$ cat src/rtl/fetch_mem_arbiter_if.sv
// Bundle of the requester handshakes, the byte-memory read port and the busy flag.
// The arbiter connects through slave; the requesters and memory connect through master.
interface fetch_mem_arbiter_if #(
  parameter int unsigned ADDR_WIDTH = 16
) ();
  logic                  if_req;
  logic [31:0]           if_addr;
  logic                  if_ack;
  logic [31:0]           if_data;
  logic                  dm_req;
  logic [31:0]           dm_addr;
  logic                  dm_ack;
  logic [31:0]           dm_data;
  logic [ADDR_WIDTH-1:0] mem_addr;
  logic                  mem_rd;
  logic [7:0]            mem_rdata;
  logic                  busy;

  modport slave (
    input  if_req, if_addr, dm_req, dm_addr, mem_rdata,
    output if_ack, if_data, dm_ack, dm_data, mem_addr, mem_rd, busy
  );

  modport master (
    output if_req, if_addr, dm_req, dm_addr, mem_rdata,
    input  if_ack, if_data, dm_ack, dm_data, mem_addr, mem_rd, busy
  );
endinterface

$ cat src/rtl/fetch_mem_arbiter.sv
// Round-robin arbiter sharing one byte-wide memory read port between instruction
// fetch and data load; each grant reads four bytes into a big-endian word.
module fetch_mem_arbiter #(
  parameter int unsigned ADDR_WIDTH = 16
) (
  input logic                 clk,
  input logic                 rst,
  fetch_mem_arbiter_if.slave  bus
);

  localparam int unsigned CNT_W  = 2;
  localparam int unsigned WORD_W = 32;

  typedef enum logic [1:0] {IDLE, READ, DONE} state_e;

  state_e                state_q, state_d;
  logic [CNT_W-1:0]      cnt_q, cnt_d;
  logic [WORD_W-1:0]     word_q, word_d;
  logic                  gnt_dm_q, gnt_dm_d;   // 1: current grant belongs to data load
  logic                  last_dm_q, last_dm_d; // 1: most recent completed grant was data
  logic                  if_ack_q, if_ack_d;
  logic                  dm_ack_q, dm_ack_d;
  logic [WORD_W-1:0]     if_data_q, if_data_d;
  logic [WORD_W-1:0]     dm_data_q, dm_data_d;
  logic [ADDR_WIDTH-1:0] mem_addr_q, mem_addr_d;
  logic                  mem_rd_q, mem_rd_d;
  logic                  busy_q, busy_d;
  logic [WORD_W-1:0]     word_shift;

  // Request-address bits above the memory width are deliberately dropped.
  logic unused_addr_bits;
  assign unused_addr_bits = ^{bus.if_addr[31:ADDR_WIDTH], bus.dm_addr[31:ADDR_WIDTH]};

  assign word_shift = {word_q[WORD_W-9:0], bus.mem_rdata};

  // State and output registers.
  always_ff @(posedge clk or posedge rst) begin
    if (rst) begin
      state_q    <= IDLE;
      cnt_q      <= '0;
      word_q     <= '0;
      gnt_dm_q   <= 1'b0;
      last_dm_q  <= 1'b1;
      if_ack_q   <= 1'b0;
      dm_ack_q   <= 1'b0;
      if_data_q  <= '0;
      dm_data_q  <= '0;
      mem_addr_q <= '0;
      mem_rd_q   <= 1'b0;
      busy_q     <= 1'b0;
    end else begin
      state_q    <= state_d;
      cnt_q      <= cnt_d;
      word_q     <= word_d;
      gnt_dm_q   <= gnt_dm_d;
      last_dm_q  <= last_dm_d;
      if_ack_q   <= if_ack_d;
      dm_ack_q   <= dm_ack_d;
      if_data_q  <= if_data_d;
      dm_data_q  <= dm_data_d;
      mem_addr_q <= mem_addr_d;
      mem_rd_q   <= mem_rd_d;
      busy_q     <= busy_d;
    end
  end

  // Next-state and next-output logic.
  always_comb begin
    state_d    = state_q;
    cnt_d      = cnt_q;
    word_d     = word_q;
    gnt_dm_d   = gnt_dm_q;
    last_dm_d  = last_dm_q;
    if_ack_d   = 1'b0;
    dm_ack_d   = 1'b0;
    if_data_d  = if_data_q;
    dm_data_d  = dm_data_q;
    mem_addr_d = mem_addr_q;
    mem_rd_d   = mem_rd_q;
    busy_d     = busy_q;

    unique case (state_q)
      IDLE: begin
        if (bus.if_req || bus.dm_req) begin
          // On contention the requester not served last wins.
          gnt_dm_d   = (bus.if_req && bus.dm_req) ? ~last_dm_q : bus.dm_req;
          mem_addr_d = gnt_dm_d ? bus.dm_addr[ADDR_WIDTH-1:0]
                                : bus.if_addr[ADDR_WIDTH-1:0];
          cnt_d      = '0;
          mem_rd_d   = 1'b1;
          busy_d     = 1'b1;
          state_d    = READ;
        end
      end
      READ: begin
        word_d = word_shift;
        cnt_d  = cnt_q + CNT_W'(1);
        if (cnt_q == CNT_W'(3)) begin
          // Publish the word so it is valid alongside the ack during DONE.
          mem_rd_d = 1'b0;
          state_d  = DONE;
          if (gnt_dm_q) begin
            dm_data_d = word_shift;
            dm_ack_d  = 1'b1;
          end else begin
            if_data_d = word_shift;
            if_ack_d  = 1'b1;
          end
        end else begin
          mem_addr_d = mem_addr_q + ADDR_WIDTH'(1);
        end
      end
      DONE: begin
        last_dm_d = gnt_dm_q;
        busy_d    = 1'b0;
        state_d   = IDLE;
      end
      default: begin
        state_d = IDLE;
      end
    endcase
  end

  assign bus.if_ack   = if_ack_q;
  assign bus.dm_ack   = dm_ack_q;
  assign bus.if_data  = if_data_q;
  assign bus.dm_data  = dm_data_q;
  assign bus.mem_addr = mem_addr_q;
  assign bus.mem_rd   = mem_rd_q;
  assign bus.busy     = busy_q;

endmodule

$ cat src/flat_wrapper.sv
// flat-port wrapper written by rule: the top's interface ports become plain ports
module fetch_mem_arbiter_flat 
#(
  parameter int unsigned ADDR_WIDTH = 16
)
  (clk, rst, bus_if_req, bus_if_addr, bus_dm_req, bus_dm_addr, bus_mem_rdata, bus_if_ack, bus_if_data, bus_dm_ack, bus_dm_data, bus_mem_addr, bus_mem_rd, bus_busy);
  fetch_mem_arbiter_if #(.ADDR_WIDTH(ADDR_WIDTH)) bus_i ();
  input logic clk;
  input logic rst;
  input wire logic [$bits(bus_i.if_req)-1:0] bus_if_req;
  input wire logic [$bits(bus_i.if_addr)-1:0] bus_if_addr;
  input wire logic [$bits(bus_i.dm_req)-1:0] bus_dm_req;
  input wire logic [$bits(bus_i.dm_addr)-1:0] bus_dm_addr;
  input wire logic [$bits(bus_i.mem_rdata)-1:0] bus_mem_rdata;
  output wire logic [$bits(bus_i.if_ack)-1:0] bus_if_ack;
  output wire logic [$bits(bus_i.if_data)-1:0] bus_if_data;
  output wire logic [$bits(bus_i.dm_ack)-1:0] bus_dm_ack;
  output wire logic [$bits(bus_i.dm_data)-1:0] bus_dm_data;
  output wire logic [$bits(bus_i.mem_addr)-1:0] bus_mem_addr;
  output wire logic [$bits(bus_i.mem_rd)-1:0] bus_mem_rd;
  output wire logic [$bits(bus_i.busy)-1:0] bus_busy;
  assign bus_i.if_req = bus_if_req;
  assign bus_i.if_addr = bus_if_addr;
  assign bus_i.dm_req = bus_dm_req;
  assign bus_i.dm_addr = bus_dm_addr;
  assign bus_i.mem_rdata = bus_mem_rdata;
  assign bus_if_ack = bus_i.if_ack;
  assign bus_if_data = bus_i.if_data;
  assign bus_dm_ack = bus_i.dm_ack;
  assign bus_dm_data = bus_i.dm_data;
  assign bus_mem_addr = bus_i.mem_addr;
  assign bus_mem_rd = bus_i.mem_rd;
  assign bus_busy = bus_i.busy;
  fetch_mem_arbiter #(.ADDR_WIDTH(ADDR_WIDTH)) u_core (.clk(clk), .rst(rst), .bus(bus_i));
endmodule
$ cat config.mk
export PLATFORM = sky130hd
export DESIGN_NAME = fetch_mem_arbiter_flat
export DESIGN_NICKNAME = d
export VERILOG_FILES = /design/src/rtl/fetch_mem_arbiter_if.sv /design/src/rtl/fetch_mem_arbiter.sv /design/src/flat_wrapper.sv
export SDC_FILE = /design/constraint.sdc
export NUM_CORES = 1
export LEC_CHECK = 0
export ABC_AREA = 1
export CAP_MARGIN = 15
export CORE_UTILIZATION = 46
export DETAILED_ROUTE_END_ITERATION = 12
export PLACE_DENSITY = 0.8
export REMOVE_ABC_BUFFERS = 1
export SYNTH_ARGS = -nofsm -noshare
export SYNTH_HDL_FRONTEND = slang
export SYNTH_SLANG_ARGS = --single-unit
$ cat constraint.sdc
create_clock -name clk -period 4.2 [get_ports clk]
set_input_delay 0.84 -clock clk [delete_from_list [all_inputs] [get_ports clk]]
set_output_delay 0.84 -clock clk [all_outputs]
set_load 0.02 [all_outputs]
Word-level counts from Yosys, hierarchy flattened
Cells that the tools add are included.
{"block": "classes", "add_sub_neg": 2, "n_eq_ne": 6, "n_mux": 20, "bitwise_logic": 2, "n_reduce_logical": 13}
{"op": "2-to-1 mux 16 bit", "n": 3}
{"op": "case mux 16 bit (2 select lines)", "n": 1}
{"op": "adder 16 x 1 -> 16 bit (second input constant)", "n": 1}
{"op": "AND reduction 3 bit", "n": 4}
{"op": "2-to-1 mux 1 bit", "n": 9}
{"op": "case mux 2 bit (2 select lines)", "n": 2}
{"op": "AND reduction 2 bit", "n": 4}
{"op": "2-to-1 mux 2 bit", "n": 3}
{"op": "equality test 2 bit (second input constant)", "n": 2}
{"op": "!= test 2 x 1 -> 1 bit (second input constant)", "n": 2}
{"op": "case mux 1 bit (2 select lines)", "n": 2}
{"op": "nonzero test 2 bit", "n": 2}
{"op": "adder 2 x 1 -> 2 bit (second input constant)", "n": 1}
{"op": "equality test 2 x 1 -> 1 bit (second input constant)", "n": 1}
{"op": "zero test 2 bit", "n": 1}
{"op": "!= test 2 bit (second input constant)", "n": 1}
{"op": "NOT 1 bit", "n": 2}
{"op": "logical AND 1 bit", "n": 1}
{"op": "logical OR 1 bit", "n": 1}
{"block": "totals", "regBits": 114, "input_bits": 76, "wordCells": 55}

Longest topological paths before layout
Gate-level depths: netlist of run 1.
{"block": "depth", "depth_word": 5, "ltp_mapped": 10}

Least setup slack after synthesis of run 1
OpenSTA, ideal clock, no wires.
{"block": "synth_path", "kind": "in2reg", "from": "input port bus_if_req", "to": "register u_core.mem_addr_q[0], in the netlist u_core.bus.mem_addr[0]", "arrival_ps": 1545, "t_required_ps": 4074, "slack_ps": 2528, "stages": 8, "path_cell_list": "nand2_1 > nand2_1 > buf_4 > buf_6 > o211ai_1 > o21ai_0 > nand2_1 > o21ai_0"}
{"block": "synth_between", "elab_chain_len": 5}
{"item": "from (decl)", "line": "flat_wrapper.sv:10", "rtl": "input wire logic [$bits(bus_i.if_req)-1:0] bus_if_req;"}
{"item": "logical AND 1 bit", "line": "fetch_mem_arbiter.sv:86", "rtl": "gnt_dm_d = (bus.if_req && bus.dm_req) ? ~last_dm_q : bus.dm_req;"}
{"item": "2-to-1 mux 1 bit", "line": "fetch_mem_arbiter.sv:86"}
{"item": "2-to-1 mux 16 bit", "line": "fetch_mem_arbiter.sv:87", "rtl": "mem_addr_d = gnt_dm_d ? bus.dm_addr[ADDR_WIDTH-1:0]"}
{"item": "2-to-1 mux 16 bit", "line": "fetch_mem_arbiter.sv:84", "rtl": "if (bus.if_req || bus.dm_req) begin"}
{"item": "case mux 16 bit (2 select lines)", "line": "fetch_mem_arbiter.sv:82", "rtl": "unique case (state_q)"}
{"item": "to (signal assigned)", "line": "fetch_mem_arbiter.sv:61", "rtl": "mem_addr_q <= mem_addr_d;"}
{"item": "to (decl)", "line": "fetch_mem_arbiter.sv:25", "rtl": "logic [ADDR_WIDTH-1:0] mem_addr_q, mem_addr_d;"}
Parallel ways exist; a longest one is shown, timed or not. The select of a mux whose other input is x is not followed.
A chain may end at the register's enable or synchronous reset.

Worst setup path after layout of run 1
{"block": "layout_path", "from": "register u_core.mem_addr_q[2], in the netlist u_core.bus.mem_addr[2]", "to": "output port bus_mem_addr[2]"}
{"item": "to (decl)", "line": "flat_wrapper.sv:19", "rtl": "output wire logic [$bits(bus_i.mem_addr)-1:0] bus_mem_addr;"}
No word-level cell between the ends.

==> flow_metrics.py, run 1 <==
metrics = {
    "outcome": {
        "outcome": "finished clean",
    },
    "synthesis": {
        "syn_avg_cell_area_um2": 8.71,
        "yosysWarningCount": 0,
        "synthDominantAreaCellType": "sky130_fd_sc_hd__dfrtp_1",
        "synth_common_cells": "sky130_fd_sc_hd__nand2_1 (139), sky130_fd_sc_hd__dfrtp_1 (113), sky130_fd_sc_hd__o21ai_0 (71), sky130_fd_sc_hd__inv_1 (62), sky130_fd_sc_hd__nor2_1 (53)",
        "synthDistinctLibCells": 24,
        "synth_flop_cell": "sky130_fd_sc_hd__dfrtp_1",
        "synth_seq_cells": 114,
        "yosysSeqAreaShare_pct": 57.5,
        "synth_top_cell_area_share_pct": 57.0,
        "synth_area_leaders": "sky130_fd_sc_hd__dfrtp_1 (57%), sky130_fd_sc_hd__nand2_1 (11%), sky130_fd_sc_hd__o21ai_0 (7.2%)",
        "syn-instance-count": 570,
        "synth_area_um2": 4960,
        "post_synthesis_async_set_or_reset_flop_share_pct": 100,
        "synth_enable_flop_cells": 0,
        "synthMostInstantiatedCell": "sky130_fd_sc_hd__nand2_1",
    },
    "power": {
        "power_switching_share_pct": 38.9,
        "power_frac_clock_pct": 24.2,
        "power.switching_uw": 2370,
        "comb_power_share_pct": 43.4,
        "seq_power_share_pct": 32.4,
        "power_per_cell_area_nw_per_um2": 889,
        "cell_internal_pwr_uw": 3730,
        "power.ir.vdd_worst_mv": 0.429,
        "total_leakage_power_uw": 0.00321,
    },
    "floorplan": {
        "die_w_um": 106,
        "dieArea_um2": 11200,
        "core_area_um2": 10400,
        "io_pins": 160,
        "initial_core_util_pct": 47.9,
        "row_cnt": 37,
        "dieHeight_um": 106,
    },
    "global_routing": {
        "grt_start_max_net_pins": 66,
        "global_route_wire_length_before_repair_mm": 18.7,
        "grt_pass1_vias": 4021,
        "grt.total_usage_pct": 21.4,
        "grt_antenna_before_repair": 0,
        "grt_overflow_total": 0,
    },
    "critical_path": {
        "worst_setup_path_end_kind": "output pin",
        "crit_required_ps": 3360,
        "start_kind": "register",
        "timing.critical_path.slowest_stage_cell": "sky130_fd_sc_hd__clkdlybuf4s50_1",
        "critical_path.cell_chain": "clkdlybuf4s50_1",
        "worst_path_dominant_cell_family": "buffers and inverters",
        "critical_path_buf_inv_count": 1,
        "crit_path_max_fanout": 8,
        "timing.critical_path.slowest_cell_delay_ps": 660,
        "timing.critical_path.arrival_ps": 1680,
        "path_class": "reg -> out",
    },
    "min_path": {
        "min-delay-path-class": "reg -> reg",
    },
    "routing": {
        "via_count_of_the_routed_design": 4172,
        "drt_wl_total_mm": 11.1,
        "post_dr_vias_cell": 4.96,
        "drt-pass1-iter-count": 4,
        "detailedRoute.firstIterationViolations": 279,
        "drc": 0,
        "wire_per_inst_um": 13.2,
        "route.antenna.remaining_nets": 0,
    },
    "final_layout": {
        "share_of_cells_above_drive_strength_1_pct": 6.95,
        "postLayoutCoreUtil_pct": 66.2,
        "area.growth.synth_to_final_pct": 38.3,
        "antenna-diode-count": 0,
        "finalNetCount": 771,
    },
    "sta": {
        "grt_setup_unrepaired": "no",
        "layout_worst_path_cycle_share_pct": 59.9,
        "hold_viol": 0,
        "timing.fmax_ghz": 0.398,
        "max_slew.worst_pin.slew_ps": 906,
        "slew_headroom_pct": 39.6,
        "fin_crit_ps": 2520,
        "largest_clock_skew_in_the_final_design_ps": 5.02,
        "setup_total_negative_slack_ps": 0,
        "setup_violations_final": 0,
        "max_transition_viols_final": 0,
    },
    "clocking": {
        "worstSkewPairLatency_ps": 510,
        "cts_post_setup_buffers_inserted": 0,
        "worst_setup_hold_path_clk_slew_ps": 50,
        "tritoncts": "yes",
        "cts_inserted_buffers": 17,
        "clk_path_buf_depth": 2,
        "htree_levels": 4,
        "post_cts_hold_buffer_count": 0,
        "clock_tree_root": "sky130_fd_sc_hd__clkbuf_8",
        "postCtsResizedCells": 0,
        "cts.sinks": 114,
    },
    "placed_design": {
        "numPortBuffers": 127,
        "place_hpwl_mm": 7.52,
        "globalplace.congestion": 0.845,
    },
    "flow_run": {
        "cap_viol_max_count": 0,
    },
}
path summary, 6_finish.rpt:
kind / slack, ps / cells after the start / from / to
max: 1680 / 1 / u_core.bus.mem_addr[2] / bus_mem_addr[2]
min: 480 / 2 / u_core.bus.if_data[3] / u_core.bus.if_data[3]
max reg2reg: 1780 / 6 / u_core.state_q[1] / u_core.bus.mem_addr[13]
min reg2reg: 480 / 2 / u_core.bus.if_data[3] / u_core.bus.if_data[3]
max in group asynchronous: 2510 / 3 / rst / u_core.bus.mem_addr[1]
min in group asynchronous: 790 / 2 / rst / u_core.bus.mem_addr[0]
cells in the final DEF (no fill, tap or decap), types with 2 or more instances in the layout:
cell type	count
sky130_fd_sc_hd__dfrtp_1	113
sky130_fd_sc_hd__buf_12	2
sky130_fd_sc_hd__nor2_1	53
sky130_fd_sc_hd__nand3_2	2
sky130_fd_sc_hd__nand3_1	20
sky130_fd_sc_hd__nand2_2	3
sky130_fd_sc_hd__nand2_1	137
sky130_fd_sc_hd__bufinv_16	4
sky130_fd_sc_hd__nor2_2	2
sky130_fd_sc_hd__clkbuf_16	16
sky130_fd_sc_hd__inv_2	2
sky130_fd_sc_hd__nand4_1	4
sky130_fd_sc_hd__a21oi_1	14
sky130_fd_sc_hd__o21ai_2	2
sky130_fd_sc_hd__inv_1	61
sky130_fd_sc_hd__o21ai_0	71
sky130_fd_sc_hd__clkdlybuf4s50_1	127
sky130_fd_sc_hd__buf_4	4
sky130_fd_sc_hd__clkbuf_8	4
sky130_fd_sc_hd__clkinvlp_4	2
sky130_fd_sc_hd__ha_1	2
sky130_fd_sc_hd__clkbuf_1	2
sky130_fd_sc_hd__clkinv_2	2
sky130_fd_sc_hd__a31oi_1	3
sky130_fd_sc_hd__o21ai_1	47
layer usage:
metal	track usage (%)	wire, um
met1	26.5	4800
met2	35.4	5420
met3	6.43	702
met4	8.04	170
met5	0	0
power by group through the flow:
stage	Combinational, uW	Clock (uW)	Sequential, uW
2_1_floorplan	1090	0	2370
3_3_place_gp	2550	0	1960
6_report	2650	1480	1980
4_1_cts	2650	1500	1980
5_1_grt	2940	1550	2040
3_5_place_dp	2640	0	1980
area by class of cell:
| type | instances | area [um2] |
|---|---|---|
| multi-input combinational | 363 | 1640 |
| sequential | 114 | 2850 |
| timing repair buffer | 133 | 1340 |
| inverter | 64 | 243 |
| clock inverter | 9 | 154 |
| fill | 844 | 3510 |
| clock buffer | 22 | 463 |
| tap | 136 | 170 |
metrics by stage:
stage	cell area [um2]	worst slack [ps]	total power, uW	hold slack, ps	std cells
6_report	6860	1680	6100	481	841
5_1_grt	6860	1470	6540	503	841
4_1_cts	6820	1660	6130	486	839
3_5_place_dp	6210	1560	4620	473	808
3_3_place_gp	6210	1620	4520	468	808
2_1_floorplan	4730	346	3460	453	541
kinds of logic after synthesis:
family / synth area share, %
simple gates: 18.0
compound gates: 14.3
flops: 57.5
buf+inv: 9.60
fa+ha+maj: 0.504
state kept, by name, summed over array words and instances (netlist names):
| name | flops |
|---|---|
| u_core.bus.if_data | 32 |
| u_core.state_q | 2 |
| u_core.bus.dm_data | 32 |
| u_core.gnt_dm_q | 1 |
| u_core.bus.if_ack | 1 |
| u_core.bus.mem_rd | 1 |
| u_core.last_dm_q | 1 |
| u_core.bus.dm_ack | 1 |
| u_core.bus.busy | 1 |
| u_core.bus.mem_addr | 16 |
| u_core.cnt_q | 2 |
| u_core.word_q | 24 |
Note: power is estimated with default switching activity, not from simulation.
==> run 2: changes to the inputs <==
==> constraint.sdc (replaced) <==
create_clock -name clk -period 2.58 [get_ports clk]
set_input_delay 0.516 -clock clk [delete_from_list [all_inputs] [get_ports clk]]
set_output_delay 0.516 -clock clk [all_outputs]
set_load 0.02 [all_outputs]
==> run 2 against run 1 <==
Against the previous run: first-iteration DRC count up 5.7%; power up 63%; largest power group unchanged; global-route usage increased by 0.86 points; core utilization is 0.21 points higher; sequential power up 64%; highest routed layer unchanged; non-clock buffer count grew 3; clock skew increased by 4.8 ps; sequential cell count is the same; hold slack worse by 130 ps; register-to-register slack got worse by 1100 ps.
==> flow_metrics.py, run 2 (same netlist as run 1, synthesis figures left out) <==
metrics = {
    "clocking": {
        "postCtsResizedCells": 0,
        "htree_levels": 4,
        "worstSkewPairLatency_ps": 520,
        "cts_inserted_buffers": 17,
        "cts.sinks": 114,
        "cts_post_setup_buffers_inserted": 0,
        "clk_path_buf_depth": 2,
        "clock_tree_root": "sky130_fd_sc_hd__clkbuf_8",
        "worst_setup_hold_path_clk_slew_ps": 60,
        "tritoncts": "yes",
        "post_cts_hold_buffer_count": 0,
    },
    "critical_path": {
        "timing.critical_path.arrival_ps": 1670,
        "crit_required_ps": 2060,
        "critical_path_buf_inv_count": 1,
        "worstRegToRegCells": 7,
        "worst_path_dominant_cell_family": "buffers and inverters",
        "start_kind": "register",
        "critical_path.cell_chain": "clkdlybuf4s50_1",
        "regToRegSetupSlack_ps": 660,
        "timing.rr.start": "u_core.cnt_q[0]",
        "crit_path_max_fanout": 8,
        "timing.critical_path.slowest_cell_delay_ps": 660,
        "path_class": "reg -> out",
        "timing.critical_path.slowest_stage_cell": "sky130_fd_sc_hd__clkdlybuf4s50_1",
        "worst_setup_path_end_kind": "output pin",
        "reg2reg_to": "u_core.bus.dm_data[20]",
    },
    "floorplan": {
        "die_w_um": 106,
        "core_area_um2": 10400,
        "row_cnt": 37,
        "io_pins": 160,
        "initial_core_util_pct": 47.9,
        "dieHeight_um": 106,
        "dieArea_um2": 11200,
    },
    "power": {
        "seq_power_share_pct": 32.5,
        "power_per_cell_area_nw_per_um2": 1450,
        "total_leakage_power_uw": 0.00323,
        "cell_internal_pwr_uw": 6020,
        "power.switching_uw": 3940,
        "power_switching_share_pct": 39.6,
        "power_frac_clock_pct": 23.5,
        "comb_power_share_pct": 44.0,
        "power.ir.vdd_worst_mv": 0.646,
    },
    "sta": {
        "max_transition_viols_final": 0,
        "setup_violations_final": 0,
        "layout_worst_path_cycle_share_pct": 84.7,
        "slew_headroom_pct": 56.7,
        "max_slew.worst_pin.slew_ps": 647,
        "setup_total_negative_slack_ps": 0,
        "largest_clock_skew_in_the_final_design_ps": 9.81,
        "hold_viol": 0,
        "timing.hold.ws_ps": 352,
        "grt_setup_unrepaired": "no",
        "fin_crit_ps": 2190,
        "timing.fmax_ghz": 0.458,
    },
    "global_routing": {
        "global_route_wire_length_before_repair_mm": 19.6,
        "grt_overflow_total": 0,
        "grt_start_max_net_pins": 48,
        "grt_pass1_vias": 4300,
        "grt.total_usage_pct": 22.3,
        "grt_antenna_before_repair": 0,
    },
    "min_path": {
        "min-delay-path-class": "in -> async",
    },
    "routing": {
        "detailedRoute.firstIterationViolations": 295,
        "drt-pass1-iter-count": 6,
        "route.antenna.remaining_nets": 0,
        "drt_wl_total_mm": 11.7,
        "drc": 0,
        "post_dr_vias_cell": 5.11,
        "wire_per_inst_um": 13.9,
        "via_count_of_the_routed_design": 4318,
    },
    "final_layout": {
        "area.growth.synth_to_final_pct": 38.7,
        "layout.cells.most_common": "sky130_fd_sc_hd__nand2_1",
        "antenna-diode-count": 0,
        "final_design_area_no_fill_um2": 6880,
        "postLayoutCoreUtil_pct": 66.4,
        "finish.cell_count_without_fillers": 845,
        "finalNetCount": 774,
        "share_of_cells_above_drive_strength_1_pct": 7.62,
        "layout.cells.most_common_list": "sky130_fd_sc_hd__nand2_1 (137), sky130_fd_sc_hd__clkdlybuf4s50_1 (127), sky130_fd_sc_hd__dfrtp_1 (113)",
    },
    "outcome": {
        "outcome": "finished clean",
    },
    "placed_design": {
        "numPortBuffers": 127,
        "globalplace.congestion": 0.840,
        "place_hpwl_mm": 7.83,
        "dpl_cell_area_um2": 6280,
        "placedCellCount": 813,
    },
    "flow_run": {
        "cap_viol_max_count": 0,
    },
}
-- run 2: cell count changes in the layout (fill, tap and decap cells not counted), sizes merged --
| cell | previous run | this run |
|---|---|---|
| buf | 6 | 9 |
| clkinv | 3 | 5 |
| bufinv | 4 | 3 |
-- run 2: worst max-delay path by stage --
stage | from | endpoint | slack [ps] | cells past startpoint
after floorplan | rst | u_core.bus.busy | -950 | 1
after global placement | bus_dm_req | u_core.bus.mem_addr[9] | 620 | 8
after detailed placement | bus_dm_req | u_core.bus.mem_addr[5] | 570 | 7
after CTS | u_core.bus.mem_addr[2] | bus_mem_addr[2] | 380 | 1
after global routing | u_core.bus.mem_addr[2] | bus_mem_addr[2] | 330 | 1
final | u_core.bus.mem_addr[2] | bus_mem_addr[2] | 390 | 1
-- run 2: per-stage QoR --
stage / setup WS, ps / total power [uW]
after floorplan: -950 / 5640
after global placement: 619 / 7410
after detailed placement: 565 / 7600
after CTS: 375 / 10000
after global routing: 327 / 10600
final: 394 / 9960
-- run 2: power by group through the flow --
stage,Sequential (uW),Combinational (uW),Clock [uW]
after global routing,3330,4830,2450
after detailed placement,3230,4370,0
after CTS,3230,4420,2370
after global placement,3200,4220,0
final,3240,4380,2340
after floorplan,3860,1780,0
-- run 2: per-layer routing --
metal / share of wire [%] / routed length [um] / vias to the layer above / GRT usage [%]
li1: - / - / 2079 / -
met1: 40 / 4690 / 2024 / 25.9
met2: 51 / 5990 / 188 / 38.3
met3: 6.9 / 804 / 27 / 6.25
met4: 2.0 / 237 / 0 / 10.0
met5: 0 / 0 / - / 0
-- run 2: area by class of cell --
| cell class | count | area (um2) |
|---|---|---|
| tap | 136 | 170 |
| inverter | 64 | 243 |
| fill | 836 | 3490 |
| clock buffer | 22 | 473 |
| sequential | 114 | 2850 |
| clock inverter | 10 | 130 |
| timing repair buffer | 136 | 1380 |
| multi-input combinational | 363 | 1640 |
